`config.mk`:
```
export PLATFORM = sky130hd
export DESIGN_NAME = serial_link_floo_vc_arbiter_flat
export DESIGN_NICKNAME = d
export VERILOG_FILES = /design/src/rtl/serial_link_floo_vc_arbiter_if.sv /design/src/rtl/serial_link_floo_vc_arbiter.sv /design/src/flat_wrapper.sv
export SDC_FILE = /design/constraint.sdc
export NUM_CORES = 1
export LEC_CHECK = 0
export CAP_MARGIN = 20
export CORE_UTILIZATION = 33
export CTS_CLUSTER_DIAMETER = 40
export DETAILED_ROUTE_END_ITERATION = 8
export MAX_ROUTING_LAYER = met4
export PLACE_DENSITY = 0.77
export SETUP_SLACK_MARGIN = 0.5
export SLEW_MARGIN = 30
export SYNTH_ARGS = -nofsm -noshare
export SYNTH_HDL_FRONTEND = slang
export SYNTH_SLANG_ARGS = --single-unit
```
`constraint.sdc`:
```
create_clock -name clk_i -period 2.6 [get_ports clk_i]
set_input_delay 0.52 -clock clk_i [delete_from_list [all_inputs] [get_ports clk_i]]
set_output_delay 0.52 -clock clk_i [all_outputs]
set_load 0.005 [all_outputs]
```
`src/rtl/serial_link_floo_vc_arbiter_if.sv`:
```
// Flit handshake bundle between the NoC channels and the AXIS transmit port.
// The DUT takes the slave view; the channel/link side takes the master view.
interface serial_link_floo_vc_arbiter_if #(
  parameter int unsigned NumChan   = 2,
  parameter int unsigned DataWidth = 64,
  parameter int unsigned ChanIdxW  = $clog2(NumChan)
);
  logic [NumChan-1:0]           chan_valid_i;
  logic [NumChan-1:0]           chan_ready_o;
  logic [NumChan*DataWidth-1:0] chan_data_i;
  logic                         axis_tvalid_o;
  logic                         axis_tready_i;
  logic [DataWidth-1:0]         axis_tdata_o;
  logic [ChanIdxW-1:0]          axis_tchan_o;

  modport slave (
    input  chan_valid_i, chan_data_i, axis_tready_i,
    output chan_ready_o, axis_tvalid_o, axis_tdata_o, axis_tchan_o
  );

  modport master (
    output chan_valid_i, chan_data_i, axis_tready_i,
    input  chan_ready_o, axis_tvalid_o, axis_tdata_o, axis_tchan_o
  );
endinterface

```
`src/rtl/serial_link_floo_vc_arbiter.sv`:
```
// Credit-based round-robin VC scheduler feeding one registered AXIS stream.
// A channel is only granted while it holds a credit for the far-side buffer.
module serial_link_floo_vc_arbiter #(
  parameter int unsigned NumChan   = 2,
  parameter int unsigned NumCred   = 8,
  parameter int unsigned DataWidth = 64,
  localparam int unsigned ChanIdxW = $clog2(NumChan),
  localparam int unsigned CredW    = $clog2(NumCred + 1)
) (
  input  logic                     clk_i,
  input  logic                     rst_ni,
  serial_link_floo_vc_arbiter_if.slave bus,
  input  logic [NumChan-1:0]       cred_ret_valid_i,
  output logic [NumChan*CredW-1:0] credit_o,
  output logic                     cred_err_o
);

  typedef enum logic {EMPTY, FULL} state_e;

  state_e               state_q, state_d;
  logic [DataWidth-1:0] data_q, data_d;
  logic [ChanIdxW-1:0]  chan_q, chan_d;
  logic [ChanIdxW-1:0]  ptr_q, ptr_d;
  logic [CredW-1:0]     cred_q [NumChan];
  logic [CredW-1:0]     cred_d [NumChan];
  logic                 err_q, err_d;

  logic [NumChan-1:0]   elig;
  logic [NumChan-1:0]   gnt;
  logic [ChanIdxW-1:0]  gnt_idx;
  logic [ChanIdxW-1:0]  cand;
  logic                 gnt_vld;
  logic                 load_en;

  assign load_en = (state_q == EMPTY) || bus.axis_tready_i;

  always_comb begin
    elig = '0;
    for (int i = 0; i < NumChan; i++) begin
      elig[i] = bus.chan_valid_i[i] && (cred_q[i] != '0);
    end
  end

  // First eligible channel at or after the pointer, wrapping.
  always_comb begin
    gnt_vld = 1'b0;
    gnt_idx = '0;
    cand    = '0;
    for (int k = 0; k < NumChan; k++) begin
      cand = ChanIdxW'((32'(ptr_q) + 32'(k)) % NumChan);
      if (!gnt_vld && elig[cand]) begin
        gnt_vld = 1'b1;
        gnt_idx = cand;
      end
    end
    gnt_vld = gnt_vld && load_en && rst_ni;
  end

  always_comb begin
    gnt = '0;
    if (gnt_vld) gnt[gnt_idx] = 1'b1;
  end

  assign bus.chan_ready_o = gnt;

  always_comb begin
    state_d = state_q;
    data_d  = data_q;
    chan_d  = chan_q;
    ptr_d   = ptr_q;
    if (gnt_vld) begin
      state_d = FULL;
      data_d  = bus.chan_data_i[32'(gnt_idx)*DataWidth +: DataWidth];
      chan_d  = gnt_idx;
      ptr_d   = (gnt_idx == ChanIdxW'(NumChan - 1)) ? '0
                                                    : gnt_idx + 1'b1;
    end else if (load_en) begin
      state_d = EMPTY;
    end
  end

  // A simultaneous grant and return cancel out.
  always_comb begin
    err_d = err_q;
    for (int i = 0; i < NumChan; i++) begin
      cred_d[i] = cred_q[i];
      unique case ({gnt[i], cred_ret_valid_i[i]})
        2'b10: cred_d[i] = cred_q[i] - 1'b1;
        2'b01: begin
          if (cred_q[i] == CredW'(NumCred)) err_d = 1'b1;
          else cred_d[i] = cred_q[i] + 1'b1;
        end
        default: ;
      endcase
    end
  end

  always_comb begin
    credit_o = '0;
    for (int i = 0; i < NumChan; i++) begin
      credit_o[i*CredW +: CredW] = cred_q[i];
    end
  end

  always_ff @(posedge clk_i) begin
    if (!rst_ni) begin
      state_q <= EMPTY;
      data_q  <= '0;
      chan_q  <= '0;
      ptr_q   <= '0;
      err_q   <= 1'b0;
      for (int i = 0; i < NumChan; i++) cred_q[i] <= CredW'(NumCred);
    end else begin
      state_q <= state_d;
      data_q  <= data_d;
      chan_q  <= chan_d;
      ptr_q   <= ptr_d;
      err_q   <= err_d;
      for (int i = 0; i < NumChan; i++) cred_q[i] <= cred_d[i];
    end
  end

  assign bus.axis_tvalid_o = (state_q == FULL);
  assign bus.axis_tdata_o  = data_q;
  assign bus.axis_tchan_o  = chan_q;
  assign cred_err_o        = err_q;

endmodule

```
`src/flat_wrapper.sv`:
```
// flat-port wrapper written by rule: the top's interface ports become plain ports
module serial_link_floo_vc_arbiter_flat 
#(
  parameter int unsigned NumChan   = 2,
  parameter int unsigned NumCred   = 8,
  parameter int unsigned DataWidth = 64,
  localparam int unsigned ChanIdxW = $clog2(NumChan),
  localparam int unsigned CredW    = $clog2(NumCred + 1)
)
  (clk_i, rst_ni, cred_ret_valid_i, credit_o, cred_err_o, bus_chan_valid_i, bus_chan_data_i, bus_axis_tready_i, bus_chan_ready_o, bus_axis_tvalid_o, bus_axis_tdata_o, bus_axis_tchan_o);
  serial_link_floo_vc_arbiter_if #(.NumChan(NumChan), .DataWidth(DataWidth)) bus_i ();
  input  logic clk_i;
  input  logic rst_ni;
  input  logic [NumChan-1:0] cred_ret_valid_i;
  output logic [NumChan*CredW-1:0] credit_o;
  output logic cred_err_o;
  input wire logic [$bits(bus_i.chan_valid_i)-1:0] bus_chan_valid_i;
  input wire logic [$bits(bus_i.chan_data_i)-1:0] bus_chan_data_i;
  input wire logic [$bits(bus_i.axis_tready_i)-1:0] bus_axis_tready_i;
  output wire logic [$bits(bus_i.chan_ready_o)-1:0] bus_chan_ready_o;
  output wire logic [$bits(bus_i.axis_tvalid_o)-1:0] bus_axis_tvalid_o;
  output wire logic [$bits(bus_i.axis_tdata_o)-1:0] bus_axis_tdata_o;
  output wire logic [$bits(bus_i.axis_tchan_o)-1:0] bus_axis_tchan_o;
  assign bus_i.chan_valid_i = bus_chan_valid_i;
  assign bus_i.chan_data_i = bus_chan_data_i;
  assign bus_i.axis_tready_i = bus_axis_tready_i;
  assign bus_chan_ready_o = bus_i.chan_ready_o;
  assign bus_axis_tvalid_o = bus_i.axis_tvalid_o;
  assign bus_axis_tdata_o = bus_i.axis_tdata_o;
  assign bus_axis_tchan_o = bus_i.axis_tchan_o;
  serial_link_floo_vc_arbiter #(.NumChan(NumChan), .NumCred(NumCred), .DataWidth(DataWidth)) u_core (.clk_i(clk_i), .rst_ni(rst_ni), .bus(bus_i), .cred_ret_valid_i(cred_ret_valid_i), .credit_o(credit_o), .cred_err_o(cred_err_o));
endmodule
```
==> results of run 1 <==
[sequential cells by signal (all words and copies together), names as in the netlist]
| register | count |
|---|---|
| u_core.bus.axis_tdata_o | 64 |
| u_core.cred_q | 8 |
| u_core.cred_err_o | 1 |
| u_core.ptr_q | 1 |
| u_core.bus.axis_tchan_o | 1 |
| u_core.bus.axis_tvalid_o | 1 |
[critical path, delay by kind of cell, from the launching register on]
kind            cells  cell delay (ns)
buf+inv             1             0.16
mux                 2             0.54
flops               1             0.33
compound gates      5             1.11
fa+ha+maj           1             0.26
[power groups by stage]
stage / combinational, mW / sequential (mW) / clock, mW
4_1_cts: 1.50 / 1.50 / 0.914
5_1_grt: 1.67 / 1.53 / 0.974
3_3_place_gp: 1.38 / 1.52 / 0
3_5_place_dp: 1.43 / 1.53 / 0
2_1_floorplan: 0.574 / 1.55 / 0
6_report: 1.55 / 1.50 / 0.881
[area by class of cell]
cell class / count / area [um2]
Clock buffer: 11 / 131.4
Inverter: 2 / 7.507
Multi-Input combinational cell: 266 / 1702
Tap cell: 129 / 161.4
Fill cell: 788 / 3337
Sequential cell: 76 / 1538
Timing Repair Buffer: 254 / 2479
Clock inverter: 5 / 60.06
[synthesized netlist by cell type, types with 3 or more instances]
cell / count / area share (%)
a21oi_1: 6 / 0.92
o21ai_0: 38 / 5.8
buf_4: 8 / 1.8
nand2b_1: 3 / 0.57
nor3_1: 4 / 0.61
nand2_1: 76 / 8.7
buf_2: 11 / 1.7
dfxtp_1: 76 / 47
a21o_1: 3 / 0.69
o21ai_1: 32 / 4.9
nor2_1: 7 / 0.80
clkbuf_1: 7 / 0.80
ha_1: 4 / 1.5
a22oi_1: 65 / 15
[routing by layer]
layer  global-route usage, %  up-vias  part of all wire (%)
li1                        -     1824                     -
met1                   23.33     1715                    39
met2                   36.90      152                    52
met3                   4.624       18                   7.2
met4                   7.915        0                   1.7
met5                       -        -                     0
[cells in the final DEF (no fill, tap or decap), types with 2 or more instances in the layout]
master,n
o41ai_4,2
a21oi_4,2
nand2b_1,3
buf_4,36
a22oi_1,65
mux2_1,2
dfxtp_2,4
buf_6,6
o22ai_1,2
ha_1,2
nor2_4,3
nand2_1,74
nor3_1,4
a21o_1,3
clkinvlp_4,2
o21a_1,2
ha_4,2
dfxtp_1,69
a21oi_2,2
buf_12,2
o21ai_1,34
xor2_1,2
clkbuf_8,9
dlygate4sd2_1,2
fa_2,2
o21ai_0,35
dfxtp_4,3
clkbuf_1,2
nor2_1,6
a21oi_1,3
clkdlybuf4s50_1,207
[per-stage QoR]
step           area [um2]  setup TNS, ns  std cells  power [mW]
4_1_cts              5987              0        739       3.916
5_1_grt              6078              0        743       4.175
3_5_place_dp         5680        -0.2933        711       2.956
2_1_floorplan        3304              0        370       2.121
6_report             6078              0        743       3.932
3_3_place_gp         5680        -0.1781        711       2.905
[cell families (layout without fill, tap and decap cells)]
logic type	count (synthesis)	count (layout)	share of synthesized area, %
AOI/OAI and AO/OA	156	156	31.47
xor gates and xnor gates	4	4	1.072
adders and majority gates	6	6	2.757
buffers and inverters	29	272	4.671
DFF	76	76	46.55
muxes	3	3	0.9954
and+or+nand+nor	96	97	12.48
[final timing paths]
| kind | startpoint | to | slack, ns | cells after the start |
|---|---|---|---|---|
| min | u_core.bus.axis_tdata_o[2]$_SDFFE_PN0N_ | u_core.bus.axis_tdata_o[2]$_SDFFE_PN0N_ | 0.45 | 2 |
| max reg2reg | u_core.cred_q[0][4]$_SDFFE_PN0P_ | u_core.cred_q[0][3]$_SDFFE_PN1P_ | 0.11 | 9 |
| max | u_core.cred_q[0][4]$_SDFFE_PN0P_ | u_core.cred_q[0][3]$_SDFFE_PN1P_ | 0.11 | 9 |
| min reg2reg | u_core.bus.axis_tdata_o[2]$_SDFFE_PN0N_ | u_core.bus.axis_tdata_o[2]$_SDFFE_PN0N_ | 0.45 | 2 |
[repair_timing]
action | 4_1_cts | 5_1_grt
hold endpoints to repair | 0 | 0
endpoints found under the setup margin | 45 | 54
gates cloned | 1 | 0
setup buffers | 11 | 4
pin swaps | 7 | 13
resized for setup | 15 | 16
==> summary.md, run 1 <==
| Metric | Value |
|---|---|
| Outcome | `finished, final reports clean` |
| Combinational share of power | `39.4%` |
| RSZ-0062 raised after global routing | `yes` |
| Core area | `0.009415 mm2` |
| Detailed Routing Iterations Pass 1 | `4` |
| IO Count | `212` |
| Hold_ws | `0.4485 ns` |
| CTS tree | `built` |
| Vias in the first global route | `3,517` |
| Via count | `3,709` |
| Place WS | `-0.1580 ns` |
| Final WL | `11,100 um` |
| Synthesis-to-layout area growth | `85.99%` |
| Final worst-path setup slack | `0.1150 ns` |
| Crit path launch type | `flip-flop` |
| Buffers on Ports | `211` |
| Pins Over Slew Limit | `0` |
| Syn Std Cell Area | `0.003268 mm2` |
| Fin. Hold Viols | `0` |
| Ys flop type | `dfxtp_1` |
| H-Tree Depth | `3` |
| CP arrival | `2.72 ns` |
| Share of cells above drive strength 1 | `14.17%` |
| Worst-margin pin slew | `0.5006 ns` |
| Seq pwr share | `38.2%` |
| Max incr delay on CP | `0.45 ns` |
| Fraction of the cycle the final worst path needs | `95.58%` |
| Mean post-synth cell area | `8.833 um2` |
| Die width | `101.5 um` |
| Ys Warns | `0` |
| First-pass GRT wire length | `16,380 um` |
| Vias per std cell | `4.992` |
| Die Y | `101.5 um` |
| Clk network pwr share | `22.4%` |
| Half-perimeter wire length after placement | `8221 um` |
| Syn_nets | `511` |
| Pwr/cell area | `646.9 mW/mm2` |
| RD Place Congestion | `0.8632` |
| CTS Sinks | `76` |
| Async set or reset register ratio after synthesis | `0%` |
| Final ANT Viol Nets | `0` |
| Cell mode on critical path | `a21o_1` |
| DR WL/cell | `14.93 um` |
| Gr ovfl total | `0` |
| Initial DRC count | `158` |
| Critical Path Fanout Max | `3` |
| Required time worst endpoint | `2.83 ns` |
| Pint | `2.720 mW` |
| Clk slew on worst S/H paths | `0.09 ns` |
| Row count | `35` |
| DRC | `0` |
| Max VDD drop | `0.3183 mV` |
| Skew-Pair Late Insertion Delay | `0.34 ns` |
| Switching Fraction | `30.83%` |
| MaxCap Viol Count | `0` |
| Min Tclk post-route | `2.485 ns` |
| N_diodes | `0` |
| Nets | `750` |
| P_sw | `1.212 mW` |
| Cells after synthesis | `370` |
| Slew headroom | `66.50%` |
| Worst-path cell chain | `o41a_1 -> buf_4 -> a21o_1 -> o21ai_2 -> ha_1 -> a21o_1 -> a21oi_2 -> mux2i_1 -> mux2_1` |
| Worst hold path type | `reg2reg` |
| Flops & latches, synth | `76` |
| Slowest stage cell, crit path | `o41a_1` |
| Synth cell types | `38` |
| FMAX | `402.4 MHz` |
| Final core utilization | `64.56%` |
| Clock root buffer master | `clkbuf_8` |
| Setup CP Type | `reg2reg` |
| CTS buffer count | `9` |
| Skew final | `0.01386 ns` |
| Largest net degree at the start of global routing | `41` |
| EDFF count, synth | `0` |
| GRT Total Usage | `21.09%` |
| Hold buffers post-CTS | `0` |
| Seq/Total Area, Yosys | `46.55%` |
| Initial antenna violation count | `0` |
| Clock Path Buffers | `2` |
| Initial Util | `34.71%` |
| Critical path endpoint category | `flip-flop` |
| Final Setup Violations | `0` |
| Total die area | `0.01031 mm2` |
| Pleak | `2.275 nW` |
(Power assumes the default switching activity.)
==> inputs of run 2 (changes only) <==
--- a/config.mk
+++ b/config.mk
@@ -9,6 +9,7 @@
 export CORE_UTILIZATION = 33
 export CTS_CLUSTER_DIAMETER = 40
 export DETAILED_ROUTE_END_ITERATION = 8
+export HOLD_SLACK_MARGIN = 0.05
 export MAX_ROUTING_LAYER = met4
 export PLACE_DENSITY = 0.77
 export SETUP_SLACK_MARGIN = 0.5
==> results of run 2 <==
Final layout, timing and power as in run 1 (identical DEF).
